## src/rtl/n64_joybus_pkg.sv

```systemverilog
// n64_joybus_pkg: shared constants for the N64 joybus device-side responder.
//   - command bytes accepted from the console
//   - identity / status bytes returned by the info and reset commands
//   - FSM state encoding
//   - timing multipliers, in microseconds of joybus time
package n64_joybus_pkg;

  localparam logic [7:0] CMD_INFO  = 8'h00;
  localparam logic [7:0] CMD_STATE = 8'h01;
  localparam logic [7:0] CMD_RESET = 8'hFF;

  localparam logic [7:0] ID_HI = 8'h05;
  localparam logic [7:0] ID_LO = 8'h00;

  localparam logic [7:0] STATUS_PAK    = 8'h01;
  localparam logic [7:0] STATUS_NO_PAK = 8'h02;

  localparam int STOP_US   = 2;  // device stop bit low time
  localparam int BIT_US    = 4;  // one response bit cell
  localparam int ZERO_US   = 2;  // rx low time at or above this decodes as 0
  localparam int RX_ERR_US = 5;  // rx low time that marks a stuck line

  typedef enum logic [2:0] {
    IDLE,
    RX_LOW,
    RX_HIGH,
    RX_ERR,
    TURN,
    TX_BIT,
    TX_STOP,
    TX_GAP
  } state_t;

  function automatic logic is_known_cmd(input logic [7:0] c);
    return (c == CMD_INFO) || (c == CMD_STATE) || (c == CMD_RESET);
  endfunction

endpackage

```

## src/rtl/n64_joybus_sync.sv

```systemverilog
// n64_joybus_sync: 2-FF synchroniser for the joy pad, optional 3-sample
// majority filter, and edge detection on the resulting level.
// Optional feature macro: JOYBUS_GLITCH_FILTER_EN (adds 2 cycles of latency
// and rejects 1-cycle pulses).
// Ports:
//   clk, reset_l  clock and async active-low reset
//   line_in       raw asynchronous line level
//   level         synchronised (and optionally filtered) level
//   fall, rise    single-cycle edge strobes on level
module n64_joybus_sync (
  input  logic clk,
  input  logic reset_l,
  input  logic line_in,
  output logic level,
  output logic fall,
  output logic rise
);

  // The joy line idles high, so every stage resets to 1 to avoid a
  // spurious falling edge when reset is released.
  logic [1:0] sync_q;
  logic       level_q;
  logic       joy_s;

  always_ff @(posedge clk or negedge reset_l) begin
    // NOTE: non-blocking assignments so every flop samples pre-edge values.
    if (!reset_l) sync_q <= 2'b11;
    else          sync_q <= {sync_q[0], line_in};
  end

  assign joy_s = sync_q[1];

`ifdef JOYBUS_GLITCH_FILTER_EN
  logic [2:0] hist_q;

  always_ff @(posedge clk or negedge reset_l) begin
    if (!reset_l) hist_q <= 3'b111;
    else          hist_q <= {hist_q[1:0], joy_s};
  end

  // Two of three samples must agree, so a lone 1-cycle pulse never wins.
  assign level = (hist_q[0] & hist_q[1]) | (hist_q[0] & hist_q[2]) |
                 (hist_q[1] & hist_q[2]);
`else
  assign level = joy_s;
`endif

  always_ff @(posedge clk or negedge reset_l) begin
    if (!reset_l) level_q <= 1'b1;
    else          level_q <= level;
  end

  assign fall = level_q & ~level;
  assign rise = ~level_q & level;

endmodule

```

## src/rtl/n64_joybus_device.sv

```systemverilog
// n64_joybus_device: controller-side responder on one open-drain joy line.
// Decodes console command frames and answers 0x00/0xFF (info/reset) with
// 05 00 status and 0x01 (state) with the 32-bit buttons word.
// Optional feature macro: JOYBUS_GLITCH_FILTER_EN (rx majority filter).
// Ports:
//   clk, reset_l  clock and async active-low reset
//   joy_in        raw pad level of the joy line
//   joy_oe        1 = pull the line low, 0 = release
//   buttons       controller state, bits 31:24 sent first, MSB first
//   pak_present   reported in the status byte
//   busy          high whenever the FSM is not IDLE
//   cmd_valid     1-cycle pulse on an accepted command
//   cmd_byte      last accepted command
//   rx_error      1-cycle pulse on a malformed frame
module n64_joybus_device
  import n64_joybus_pkg::*;
#(
  parameter int US_CYCLES  = 50,
  parameter int TIMEOUT_US = 4,
  parameter int GAP_US     = 2
) (
  input  logic        clk,
  input  logic        reset_l,
  input  logic        joy_in,
  output logic        joy_oe,
  input  logic [31:0] buttons,
  input  logic        pak_present,
  output logic        busy,
  output logic        cmd_valid,
  output logic [7:0]  cmd_byte,
  output logic        rx_error
);

  localparam int CNT_W = $clog2(RX_ERR_US * US_CYCLES + 1);
  typedef logic [CNT_W-1:0] cnt_t;

  localparam cnt_t CNT_MAX  = cnt_t'(RX_ERR_US * US_CYCLES);
  localparam cnt_t ZERO_TH  = cnt_t'(ZERO_US * US_CYCLES);
  localparam cnt_t RX_TO    = cnt_t'(TIMEOUT_US * US_CYCLES);
  localparam cnt_t TURN_END = cnt_t'(US_CYCLES - 1);
  localparam cnt_t BIT_END  = cnt_t'(BIT_US * US_CYCLES - 1);
  localparam cnt_t ONE_HI   = cnt_t'(US_CYCLES);
  localparam cnt_t ZERO_HI  = cnt_t'((BIT_US - 1) * US_CYCLES);
  localparam cnt_t STOP_END = cnt_t'(STOP_US * US_CYCLES - 1);
  localparam cnt_t GAP_END  = cnt_t'(GAP_US * US_CYCLES - 1);

  logic level, fall, rise;

  n64_joybus_sync u_sync (
    .clk     (clk),
    .reset_l (reset_l),
    .line_in (joy_in),
    .level   (level),
    .fall    (fall),
    .rise    (rise)
  );

  state_t      state_q, state_d;
  cnt_t        cnt_q, cnt_d, cnt_inc;
  logic [3:0]  bit_cnt_q, bit_cnt_d;
  logic [8:0]  rx_shift_q, rx_shift_d;   // 8 command bits plus the stop bit
  logic [31:0] tx_buf_q, tx_buf_d;
  logic [5:0]  tx_left_q, tx_left_d;
  logic [7:0]  cmd_byte_d, rx_byte;
  logic        cmd_valid_d, rx_error_d, joy_oe_d;

  assign rx_byte = rx_shift_q[8:1];
  assign cnt_inc = (cnt_q == CNT_MAX) ? cnt_q : cnt_q + cnt_t'(1);
  assign busy    = (state_q != IDLE);

  always_comb begin
    // NOTE: every variable gets a default first so no path infers a latch.
    state_d     = state_q;
    cnt_d       = cnt_inc;
    bit_cnt_d   = bit_cnt_q;
    rx_shift_d  = rx_shift_q;
    tx_buf_d    = tx_buf_q;
    tx_left_d   = tx_left_q;
    cmd_byte_d  = cmd_byte;
    cmd_valid_d = 1'b0;
    rx_error_d  = 1'b0;

    unique case (state_q)
      IDLE: begin
        cnt_d = '0;
        if (fall) begin
          state_d   = RX_LOW;
          bit_cnt_d = '0;
        end
      end
      RX_LOW: begin
        if (rise) begin
          rx_shift_d = {rx_shift_q[7:0], (cnt_q < ZERO_TH)};
          bit_cnt_d  = (bit_cnt_q == 4'hF) ? bit_cnt_q : bit_cnt_q + 4'd1;
          state_d    = RX_HIGH;
          cnt_d      = '0;
        end else if (cnt_q == CNT_MAX) begin
          rx_error_d = 1'b1;
          state_d    = RX_ERR;
          cnt_d      = '0;
        end
      end
      RX_HIGH: begin
        // Timeout is checked first: a fall on the timeout cycle is dropped.
        if (cnt_q == RX_TO) begin
          cnt_d = '0;
          if (bit_cnt_q == 4'd9 && is_known_cmd(rx_byte)) begin
            cmd_valid_d = 1'b1;
            cmd_byte_d  = rx_byte;
            state_d     = TURN;
            if (rx_byte == CMD_STATE) begin
              tx_buf_d  = buttons;
              tx_left_d = 6'd32;
            end else begin
              tx_buf_d  = {ID_HI, ID_LO,
                           pak_present ? STATUS_PAK : STATUS_NO_PAK, 8'h00};
              tx_left_d = 6'd24;
            end
          end else begin
            rx_error_d = 1'b1;
            state_d    = IDLE;
          end
        end else if (fall) begin
          state_d = RX_LOW;
          cnt_d   = '0;
        end
      end
      RX_ERR: begin
        // Only an unbroken high stretch counts toward recovery.
        if (!level) begin
          cnt_d = '0;
        end else if (cnt_q == RX_TO) begin
          state_d = IDLE;
          cnt_d   = '0;
        end
      end
      TURN: begin
        if (cnt_q == TURN_END) begin
          state_d = TX_BIT;
          cnt_d   = '0;
        end
      end
      TX_BIT: begin
        if (cnt_q == BIT_END) begin
          cnt_d     = '0;
          tx_buf_d  = {tx_buf_q[30:0], 1'b0};
          tx_left_d = tx_left_q - 6'd1;
          if (tx_left_q == 6'd1) state_d = TX_STOP;
        end
      end
      TX_STOP: begin
        if (cnt_q == STOP_END) begin
          state_d = TX_GAP;
          cnt_d   = '0;
        end
      end
      TX_GAP: begin
        if (cnt_q == GAP_END) begin
          state_d = IDLE;
          cnt_d   = '0;
        end
      end
      default: begin
        state_d = IDLE;
        cnt_d   = '0;
      end
    endcase

    // Drive is decoded from next-state values so joy_oe is a clean flop.
    unique case (state_d)
      TX_BIT:  joy_oe_d = cnt_d < (tx_buf_d[31] ? ONE_HI : ZERO_HI);
      TX_STOP: joy_oe_d = 1'b1;
      default: joy_oe_d = 1'b0;
    endcase
  end

  always_ff @(posedge clk or negedge reset_l) begin
    if (!reset_l) begin
      state_q    <= IDLE;
      cnt_q      <= '0;
      bit_cnt_q  <= '0;
      rx_shift_q <= '0;
      tx_buf_q   <= '0;
      tx_left_q  <= '0;
      cmd_byte   <= 8'h00;
      cmd_valid  <= 1'b0;
      rx_error   <= 1'b0;
      joy_oe     <= 1'b0;
    end else begin
      state_q    <= state_d;
      cnt_q      <= cnt_d;
      bit_cnt_q  <= bit_cnt_d;
      rx_shift_q <= rx_shift_d;
      tx_buf_q   <= tx_buf_d;
      tx_left_q  <= tx_left_d;
      cmd_byte   <= cmd_byte_d;
      cmd_valid  <= cmd_valid_d;
      rx_error   <= rx_error_d;
      joy_oe     <= joy_oe_d;
    end
  end

endmodule

```

## config.mk

```make
export PLATFORM = sky130hd
export DESIGN_NAME = n64_joybus_device
export DESIGN_NICKNAME = d
export VERILOG_FILES = /design/src/rtl/n64_joybus_pkg.sv /design/src/rtl/n64_joybus_sync.sv /design/src/rtl/n64_joybus_device.sv
export SDC_FILE = /design/constraint.sdc
export NUM_CORES = 1
export LEC_CHECK = 0
export ABC_AREA = 1
export BUFFER_PORTS_ARGS = -buffer_cell sky130_fd_sc_hd__buf_2
export CELL_PAD_IN_SITES_DETAIL_PLACEMENT = 2
export CELL_PAD_IN_SITES_GLOBAL_PLACEMENT = 2
export CORE_MARGIN = 5
export CORE_UTILIZATION = 37
export CTS_CLUSTER_DIAMETER = 60
export DETAILED_ROUTE_END_ITERATION = 7
export HOLD_SLACK_MARGIN = 0.06
export PLACE_DENSITY_LB_ADDON = 0.3
export SYNTH_ARGS = -nofsm -noshare
export SYNTH_HDL_FRONTEND = slang
export SYNTH_SLANG_ARGS = --single-unit
```

## constraint.sdc

```tcl
create_clock -name clk -period 5.09 [get_ports clk]
set_input_delay 0.7635 -clock clk [delete_from_list [all_inputs] [get_ports clk]]
set_output_delay 0.7635 -clock clk [all_outputs]
set_load 0.005 [all_outputs]
```

=== Word level (Yosys, flattened, before mapping) ===
Index checks and enable logic that the tools add are counted.

* Flip-flop bits (word level): 76
* Input bits: 36

* Add/subtract/negate cells: 3
* Magnitude comparators: 2
* Equality and inequality tests: 25
* Mux-type cells: 49
* Bitwise logic cells: 4
* Reductions and logical operators: 13

{| class="wikitable"
|+ Operators by type and width
! kind !! count
|-
| 32-bit two-way mux || 4
|-
| 8-bit two-way mux || 11
|-
| 32-bit case mux with 2 select lines || 1
|-
| 8-bit case mux with 7 select lines || 1
|-
| 3-bit two-way mux || 12
|-
| 8-bit equality test, second input constant || 4
|-
| 6-bit two-way mux || 4
|-
| 3-bit case mux with 8 select lines || 1
|-
| 3-bit equality test, second input constant || 6
|-
| 4-bit two-way mux || 3
|-
| 2-bit != test, second input constant || 6
|-
| 6-bit case mux with 2 select lines || 1
|-
| 8-bit by 1-bit adder with 8-bit output, second input constant || 1
|-
| 4-bit equality test, second input constant || 2
|-
| 8-bit by 1-bit equality test with 1-bit output, second input constant || 1
|-
| 8-bit by 6-bit equality test with 1-bit output, second input constant || 1
|-
| 8-bit by 7-bit equality test with 1-bit output, second input constant || 1
|-
| 8-bit logical NOT || 1
|-
| 8-bit by 7-bit less-than comparator with 1-bit output, second input constant || 1
|-
| 8-bit less-than comparator || 1
|-
| 4-bit case mux with 2 select lines || 1
|-
| 4-bit AND reduction || 2
|-
| 1-bit two-way mux || 7
|-
| 3-bit by 2-bit equality test with 1-bit output, second input constant || 2
|-
| 16 further kinds || 21
|}

=== Logic depth before layout (Yosys ltp) ===
Gate-level depths: netlist of the first run.

* Depth in word-level cells: 10
* Depth in mapped cells: 17
* Gate-level depth less buffers: 17

=== Modules after synthesis ===
Synthesis of the first run repeated with hierarchy kept, for this count alone.

* Cells, all modules: 502
* Area total of the unflattened synthesis: 4090.2 sq um

{| class="wikitable"
|+ By module, submodules not included
! module !! instances !! cells an instance !! area each (sq um)
|-
| n64_joybus_device || 1 || 495 || 3996.3
|-
| n64_joybus_sync || 1 || 7 || 93.8
|}

=== Worst setup path before layout of the first run ===
Ideal clock, no wire load.

* Kind: register to register
* Start point: register cnt_q[0]
* End point: register joy_oe
* Setup time: 0.117 ns
* Data arrival time: 1.977 ns
* Setup slack: 2.995 ns
* Cell stages (with the launch flop): 16
* Period minus slack after synthesis: 2.095 ns
* Cell sequence: dfrtp_1 -> ha_1 -> nand2_1 -> nor2_1 -> nand2_2 -> nor2_8 -> buf_2 -> a21oi_1 -> nand2_1 -> inv_1 -> ha_1 -> nand3_1 -> nor2_1 -> nand2_1 -> nand3_1 -> nand2_1

{| class="wikitable"
|+ RTL lines
! what !! RTL line !! source
|-
| start: declaration || n64_joybus_device.sv:59 || <nowiki>cnt_t cnt_q, cnt_d, cnt_inc;</nowiki>
|-
| start signal: assignment || n64_joybus_device.sv:191 || <nowiki>cnt_q <= cnt_d;</nowiki>
|-
| 8-bit equality test (on tied branches) || n64_joybus_device.sv:144, n64_joybus_device.sv:105 ||
|-
| 32-bit two-way mux (on tied branches) || n64_joybus_device.sv:144, n64_joybus_device.sv:105 ||
|-
| 32-bit case mux with 2 select lines * || n64_joybus_device.sv:83 || <nowiki>unique case (state_q)</nowiki>
|-
| via tx_buf_d[31] || n64_joybus_device.sv:62 || <nowiki>logic [31:0] tx_buf_q, tx_buf_d;</nowiki>
|-
| 8-bit two-way mux * || n64_joybus_device.sv:171 || <nowiki>TX_BIT: joy_oe_d = cnt_d < (tx_buf_d[31] ? ONE_HI : ZERO_HI);</nowiki>
|-
| 8-bit less-than comparator * || n64_joybus_device.sv:171 ||
|-
| 1-bit case mux with 2 select lines * || n64_joybus_device.sv:170 || <nowiki>unique case (state_d)</nowiki>
|-
| via joy_oe_d || n64_joybus_device.sv:65 || <nowiki>logic cmd_valid_d, rx_error_d, joy_oe_d;</nowiki>
|-
| end signal: assignment || n64_joybus_device.sv:199 || <nowiki>joy_oe <= joy_oe_d;</nowiki>
|-
| end: declaration || n64_joybus_device.sv:25 || <nowiki>output logic joy_oe,</nowiki>
|}

Mark *: on every way through the listed nets, which the timed path passes. The rest lies on a longest branch. The select of a mux whose other input is x is not followed.
A chain may end at the register's enable or synchronous reset.

=== Final worst setup path of the first run ===
* Start point: register state_q[0]
* End point: register joy_oe

* Cells in the longest elaborated chain, start to end: 5

{| class="wikitable"
|+ RTL lines
! what !! RTL line !! source
|-
| start: declaration || n64_joybus_device.sv:58 || <nowiki>state_t state_q, state_d;</nowiki>
|-
| start signal: assignment || n64_joybus_device.sv:190 || <nowiki>state_q <= state_d;</nowiki>
|-
| 3-bit equality test or 3-bit by 2-bit equality test with 1-bit output (tied branches) || n64_joybus_device.sv:83 ||
|-
| 32-bit case mux with 2 select lines * || n64_joybus_device.sv:83 ||
|-
| via tx_buf_d[31] || n64_joybus_device.sv:62 ||
|-
| 8-bit two-way mux * || n64_joybus_device.sv:171 ||
|-
| 8-bit less-than comparator * || n64_joybus_device.sv:171 ||
|-
| 1-bit case mux with 2 select lines * || n64_joybus_device.sv:170 ||
|-
| via joy_oe_d || n64_joybus_device.sv:65 ||
|}

Mark *: on every way through the listed nets, which the timed path passes. The rest lies on a longest branch.

==> results.json, run 1 <==
{
  "outcome": "finished, final reports clean",
  "multiInputGateArea_um2": 1760,
  "yosys_warnings": 0,
  "cts-root-to-sink-buffers": 2,
  "grt.met2_usage": 0.329,
  "power_per_cell_area_nw_per_um2": 381,
  "maxSlewHeadroom": 0.264,
  "setup_viol": 0,
  "via_count": 3480,
  "grt_antenna_before_repair": 0,
  "holdPathStages": 0,
  "synth_cell_count_leaders": "sky130_fd_sc_hd__nand2_1, sky130_fd_sc_hd__dfrtp_1, sky130_fd_sc_hd__inv_1, sky130_fd_sc_hd__nand3_1, sky130_fd_sc_hd__nor2_1",
  "floorplan.io_pins": 48,
  "ys_seq_area_frac": 0.479,
  "largest_driver_fanout_on_the_critical_path": 34,
  "tightest_slew_ns": 1.10,
  "core_area_um2": 10400,
  "gr-usage-met1": 0.248,
  "grt_first_pass_wirelength_mm": 19.7,
  "first_global_vias": 3953,
  "cts_h_tree_depth": 3,
  "core.rowCount": 37,
  "die_area_um2": 12900,
  "final_hold_violation_count": 0,
  "port-buffer-count": 47,
  "number_of_buffers_inserted_during_clock_tree_synthesis": 9,
  "initial_utilization": 0.382,
  "drv.max_cap_violation_count": 0,
  "cts.sink_count": 76,
  "synth_seq_cells": 76,
  "worst-r2r-cell-count": 13,
  "power.leakage_uw": 0.00219,
  "finalHoldWorstSlack_ns": 0.363,
  "dominant_cell_by_count_in_the_synthesized_netlist": "sky130_fd_sc_hd__nand2_1",
  "ys_flop_type": "sky130_fd_sc_hd__dfrtp_1",
  "synth_fp_nets": 534,
  "fillers": 1208,
  "gp_congestion": 0.857,
  "min_path_type": "reg2reg",
  "period_share": 0.538,
  "drt.antenna.violating_nets": 0,
  "timing.critical_path.required_ns": 5.36,
  "timing_worst_setup_path_type": "reg2reg",
  "avgViaCountPerCell": 5.17,
  "grt_max_degree": 77,
  "ff_latch_area_um2": 1910,
  "postSynthCellCount": 486,
  "cp_data_arrival_time_ns": 3.01,
  "top_area_cell_type_share_of_the_netlist_area": 0.459,
  "async_reset_ff_frac": 1.00,
  "mappedNetlistArea_um2": 3980,
  "die_h_um": 114,
  "setup.worst_path.start_class": "register",
  "max_freq_ghz": 0.365,
  "ys_types": 41,
  "final.setup_skew_ns": 0.0129,
  "grt.busiest_layer": "met2",
  "synthTopCellsByArea": "sky130_fd_sc_hd__dfrtp_1, sky130_fd_sc_hd__nand2_1, sky130_fd_sc_hd__nand3_1",
  "post_cts_resize_count": 0,
  "final_antenna_diode_count": 0,
  "insertion_delay_ns": 0.37,
  "drv_slew": 0,
  "maximum_vdd_drop_mv": 0.193,
  "drt_first_iter_violations": 194,
  "root_buffer": "sky130_fd_sc_hd__clkbuf_8",
  "post_route_cells_drive_above_1_share": 0.186,
  "grtUsageMet3": 0.0446,
  "overflow_left_after_global_routing": 0,
  "finalNetCount": 580,
  "flow.area_growth_from_synthesis_pct": 13.6,
  "grt_setup_unrepaired": "no",
  "clkSlewWorstSetupHoldPaths_ns": 0.09,
  "cts_setup_buffers": 0,
  "finalCriticalPeriod_ns": 2.74,
  "worstSetupEndpointType": "register",
  "netlist.top_cell.by_area": "sky130_fd_sc_hd__dfrtp_1",
  "route.final.wire_length_mm": 11.7,
  "place.detailed.hpwl_mm": 8.60,
  "firstDrtPassIters": 4,
  "number_of_synthesized_flops_with_an_enable_pin": 0,
  "die-width_um": 114,
  "tritoncts_clock_tree": "built",
  "sum_of_negative_setup_slack_ns": 0,
  "postCtsHoldBufs": 0,
  "detail_route.drc_violations": 0,
  "drt-wirelength-per-cell_um": 17.5,
  "synth_area_per_cell_um2": 8.19,
  "global_route.usage.total": 0.193
}
layout make-up:
class                           instances  share of cell area
Multi-Input combinational cell        340               0.388
Timing Repair Buffer                   47              0.0525
Sequential cell                        76               0.421
Inverter                               58              0.0487
Clock inverter                          6              0.0213
Tap cell                              136              0.0376
Clock buffer                           10              0.0304
metal layers:
metal | up-vias | wire length [µm]
met5 | - | 0
met4 | 0 | 146
met3 | 12 | 445
met2 | 55 | 5810
met1 | 1769 | 5350
li1 | 1644 | -
flip-flops by register name, summed over array words and instances (netlist names):
register / cells
state_q: 3
cmd_byte: 8
rx_error: 1
cnt_q: 8
tx_buf_q: 32
u_sync.level_q: 1
bit_cnt_q: 4
joy_oe: 1
tx_left_q: 6
cmd_valid: 1
u_sync.sync_q: 2
rx_shift_q: 9
metrics by stage:
step	util	worst slack (ns)	cells	instance area (µm²)	power, µW
floorplan	-	3.00	486	3980	1020
global placement	0.412	2.60	657	4290	1150
detailed placement	0.412	2.42	657	4290	1180
CTS	0.434	2.34	673	4520	1750
global route	0.434	2.09	673	4520	1840
finish	0.434	2.35	673	4520	1730
worst max-delay path: stages (launching register included):
cell                      delay [ns]
sky130_fd_sc_hd__dfrtp_1        0.50
sky130_fd_sc_hd__inv_2          0.12
sky130_fd_sc_hd__nor3_4         0.32
sky130_fd_sc_hd__inv_2          0.14
sky130_fd_sc_hd__nor2_8         0.41
sky130_fd_sc_hd__nor3_1         0.11
sky130_fd_sc_hd__a21oi_1        0.17
sky130_fd_sc_hd__nand2_1        0.14
sky130_fd_sc_hd__ha_1           0.34
sky130_fd_sc_hd__nand2_1        0.08
sky130_fd_sc_hd__nor2_1         0.11
sky130_fd_sc_hd__nand2_1        0.06
sky130_fd_sc_hd__nand3_1        0.07
sky130_fd_sc_hd__nand2_1        0.05
cells by family (layout without fill, tap and decap cells):
family / after synthesis / count (layout) / share of synthesized area
adder cells (fa/ha/maj): 12 / 12 / 0.0377
XOR/XNOR: 10 / 10 / 0.0220
multiplexers: 1 / 1 / 0.00251
flip-flops: 76 / 76 / 0.479
AND/OR/NAND/NOR: 262 / 262 / 0.294
buffers and inverters: 70 / 121 / 0.0801
AO/OA/AOI/OAI: 55 / 55 / 0.0849
path summary, 6_finish.rpt:
check,startpoint,end,slack (ns)
min,u_sync.sync_q[0]$_DFF_PN1_,u_sync.sync_q[1]$_DFF_PN1_,0.36
max in group asynchronous,reset_l,tx_buf_q[0]$_DFFE_PN0P_,3.91
min in group asynchronous,reset_l,cmd_byte[2]$_DFFE_PN0P_,0.52
max,state_q[0]$_DFF_PN0_,joy_oe$_DFF_PN0_,2.35
max reg2reg,state_q[0]$_DFF_PN0_,joy_oe$_DFF_PN0_,2.35
min reg2reg,u_sync.sync_q[0]$_DFF_PN1_,u_sync.sync_q[1]$_DFF_PN1_,0.36
cell usage in the layout, fill, tap and decap left out, drive strengths merged, types with 2 or more instances in the layout:
cell type and instances:
ha 12, a21oi 9, o211ai 2, clkbuf 10, inv 59, nand3 46, dfrtp 73, o22ai 4
bufinv 2, nor2 34, nor3 8, o21ai 34, dfstp 3, nand4 8, buf 47, clkinv 2
nand2 161, a31oi 3, xor2 9
where the power goes:
part           internal, µW  switching (µW)  total, µW
clock                   295             258        553
sequential              655            59.8        715
combinational           132             326        458
total                  1080             644       1730
No activity file was read; power rests on OpenSTA's default activity.
==> run 2: changes to the inputs <==
--- a/config.mk
+++ b/config.mk
@@ -10,7 +10,7 @@
 export CELL_PAD_IN_SITES_DETAIL_PLACEMENT = 2
 export CELL_PAD_IN_SITES_GLOBAL_PLACEMENT = 2
 export CORE_MARGIN = 5
-export CORE_UTILIZATION = 37
+export CORE_UTILIZATION = 31
 export CTS_CLUSTER_DIAMETER = 60
 export DETAILED_ROUTE_END_ITERATION = 7
 export HOLD_SLACK_MARGIN = 0.06
==> constraint.sdc (replaced) <==
create_clock -name clk -period 2.45 [get_ports clk]
set_input_delay 0.3675 -clock clk [delete_from_list [all_inputs] [get_ports clk]]
set_output_delay 0.3675 -clock clk [all_outputs]
set_load 0.005 [all_outputs]
==> results.json, run 2 (synthesized netlist as in run 1, its figures left out) <==
{
  "outcome": "finished, final reports clean",
  "final_antenna_diode_count": 0,
  "clkSlewWorstSetupHoldPaths_ns": 0.06,
  "die-width_um": 123,
  "setup_viol": 0,
  "drv_slew": 0,
  "route.final.wire_length_mm": 12.2,
  "die_h_um": 123,
  "maxSlewHeadroom": 0.625,
  "most_frequent_standard_cell_in_the_layout_excluding_fill_and_tap_cells": "sky130_fd_sc_hd__nand2_1",
  "drv.max_cap_violation_count": 0,
  "critPathSlowestCell": "sky130_fd_sc_hd__dfrtp_2",
  "root_buffer": "sky130_fd_sc_hd__clkbuf_16",
  "core_area_um2": 12600,
  "die_area_um2": 15200,
  "cts.sink_count": 76,
  "grt_first_pass_wirelength_mm": 19.6,
  "overflow_left_after_global_routing": 0,
  "core.rowCount": 41,
  "period_share": 0.958,
  "cp_cell_sequence": "buf_4 -> ha_1 -> nand2_1 -> nor2_1 -> nand2_2 -> nand2_2 -> nand2_1 -> nor2_2 -> nand2_2 -> inv_2 -> nor2_2 -> ha_4 -> nand2_1 -> nor2_1 -> nand2_1 -> nand3_1 -> nand2_1",
  "initial_utilization": 0.315,
  "finalHoldWorstSlack_ns": 0.114,
  "tritoncts_clock_tree": "built",
  "worstSetupEndpointType": "register",
  "power_frac_clock": 0.321,
  "cp_data_arrival_time_ns": 2.59,
  "drt.antenna.violating_nets": 0,
  "largest_driver_fanout_on_the_critical_path": 5,
  "worstPathBufferInverterCount": 2,
  "timing.critical_path.slowest_cell_delay_ns": 0.41,
  "fin_util": 0.388,
  "setup.worst_path.start_class": "register",
  "tightest_slew_ns": 0.555,
  "port-buffer-count": 47,
  "drt-wirelength-per-cell_um": 16.7,
  "fillers": 1462,
  "power.leakage_uw": 0.00230,
  "avgViaCountPerCell": 4.80,
  "flip_flop_count_of_the_largest_register_all_copies_and_words_added": 32,
  "grt_antenna_before_repair": 0,
  "firstDrtPassIters": 4,
  "gp_congestion": 0.884,
  "cts_h_tree_depth": 3,
  "largest-register": "tx_buf_q",
  "critical_path.top_delay_family": "simple AND/OR/NAND/NOR gates",
  "timing_worst_setup_path_type": "reg2reg",
  "place.detailed.hpwl_mm": 8.83,
  "detail_route.drc_violations": 0,
  "via_count": 3506,
  "cts-root-to-sink-buffers": 2,
  "final.setup_skew_ns": 0.00620,
  "power_per_cell_area_nw_per_um2": 789,
  "switching_share": 0.362,
  "finalNetCount": 602,
  "finalCriticalPeriod_ns": 2.35,
  "power.share.sequential": 0.389,
  "top_flop_regs": "tx_buf_q (32), rx_shift_q (9)",
  "cp_common_cell": "sky130_fd_sc_hd__nand2_1",
  "flow.area_growth_from_synthesis_pct": 23.1,
  "global_route.usage.total": 0.168,
  "floorplan.io_pins": 48,
  "insertion_delay_ns": 0.35,
  "timing.critical_path.required_ns": 2.69,
  "min_path_type": "in2reg",
  "post_route_cells_drive_above_1_share": 0.274,
  "mostFrequentLayoutCells": "sky130_fd_sc_hd__nand2_1, sky130_fd_sc_hd__dfrtp_1, sky130_fd_sc_hd__buf_2, sky130_fd_sc_hd__nand3_1, sky130_fd_sc_hd__inv_1",
  "grt_max_degree": 35,
  "number_of_buffers_inserted_during_clock_tree_synthesis": 9,
  "intPower_uw": 2470,
  "max_freq_ghz": 0.426,
  "final_hold_violation_count": 0,
  "maximum_vdd_drop_mv": 0.289,
  "drt_first_iter_violations": 207,
  "power.combinational.fraction": 0.290,
  "p_sw_uw": 1400,
  "first_global_vias": 3850
}
[run 2: changes by cell type in the layout (fill, tap and decap cells not counted), sizes merged]
cell	delta
inv	-1
bufinv	-2
dlygate4sd3	+1
clkinvlp	+1
clkbuf	+2
buf	+21
[run 2: stage by stage]
stage / instance area (µm²) / power (µW) / cells / setup WS, ns / TNS (ns)
4_1_cts: 4730 / 3780 / 725 / 0.0154 / 0
3_5_place_dp: 4430 / 2490 / 705 / -0.0637 / -0.0637
6_report: 4900 / 3870 / 731 / 0.103 / 0
2_1_floorplan: 3980 / 2110 / 486 / 0.355 / 0
5_1_grt: 4900 / 4120 / 731 / -0.120 / -0.120
3_3_place_gp: 4430 / 2430 / 705 / 0.0385 / 0
[run 2: worst reg2reg max path: stages (launching register included)]
cell and delay [ns]:
sky130_fd_sc_hd__dfrtp_2 0.41, sky130_fd_sc_hd__buf_4 0.12, sky130_fd_sc_hd__ha_1 0.13, sky130_fd_sc_hd__nand2_1 0.05, sky130_fd_sc_hd__nor2_1 0.15, sky130_fd_sc_hd__nand2_2 0.12, sky130_fd_sc_hd__nand2_2 0.09, sky130_fd_sc_hd__nand2_1 0.08
sky130_fd_sc_hd__nor2_2 0.12, sky130_fd_sc_hd__nand2_2 0.12, sky130_fd_sc_hd__inv_2 0.12, sky130_fd_sc_hd__nor2_2 0.07, sky130_fd_sc_hd__ha_4 0.27, sky130_fd_sc_hd__nand2_1 0.07, sky130_fd_sc_hd__nor2_1 0.12, sky130_fd_sc_hd__nand2_1 0.06
sky130_fd_sc_hd__nand3_1 0.07, sky130_fd_sc_hd__nand2_1 0.05
[run 2: layer usage]
metal,track usage,routed length [µm],part of all wire
met2,0.275,5910,0.48
met1,0.219,5590,0.46
met4,0.0623,281,0.023
met3,0.0361,409,0.034
met5,0,0,0
[run 2: repair_timing]
action                                  CTS  global route
gates resized for setup                   2            38
pin swaps                                 2            12
buffers inserted                          3             6
endpoints found under the setup margin    1             1
endpoints found under the hold margin    31             0
hold buffers                              1             0
[run 2: cell type report]
type                       count  area, µm²  share of cell area
timing repair buffer          69        405              0.0827
clock inverter                 4       25.0             0.00511
multi-input combinational    340       1870               0.382
sequential                    76       1910               0.391
tap                          172        215              0.0439
inverter                      58        220              0.0449
clock buffer                  12        246              0.0503
[run 2: final timing paths]
path	startpoint	cells after the start	to	slack, ns
setup reg to reg	cnt_q[0]$_DFF_PN0_	17	joy_oe$_DFF_PN0_	0.10
setup / recovery	cnt_q[0]$_DFF_PN0_	17	joy_oe$_DFF_PN0_	0.10
min in group asynchronous	reset_l	2	cnt_q[3]$_DFF_PN0_	0.50
hold reg to reg	u_sync.sync_q[0]$_DFF_PN1_	0	u_sync.sync_q[1]$_DFF_PN1_	0.36
hold / removal	joy_in	1	u_sync.sync_q[0]$_DFF_PN1_	0.11
max in group asynchronous	reset_l	3	u_sync.sync_q[1]$_DFF_PN1_	1.27
[run 2: power by group through the flow]
stage               clock network [µW]  logic, µW  registers (µW)
global placement                     0        939            1490
finish                            1240       1120            1510
floorplan                            0        655            1460
detailed placement                   0        985            1500
CTS                               1290       1000            1490
global route                      1350       1260            1520
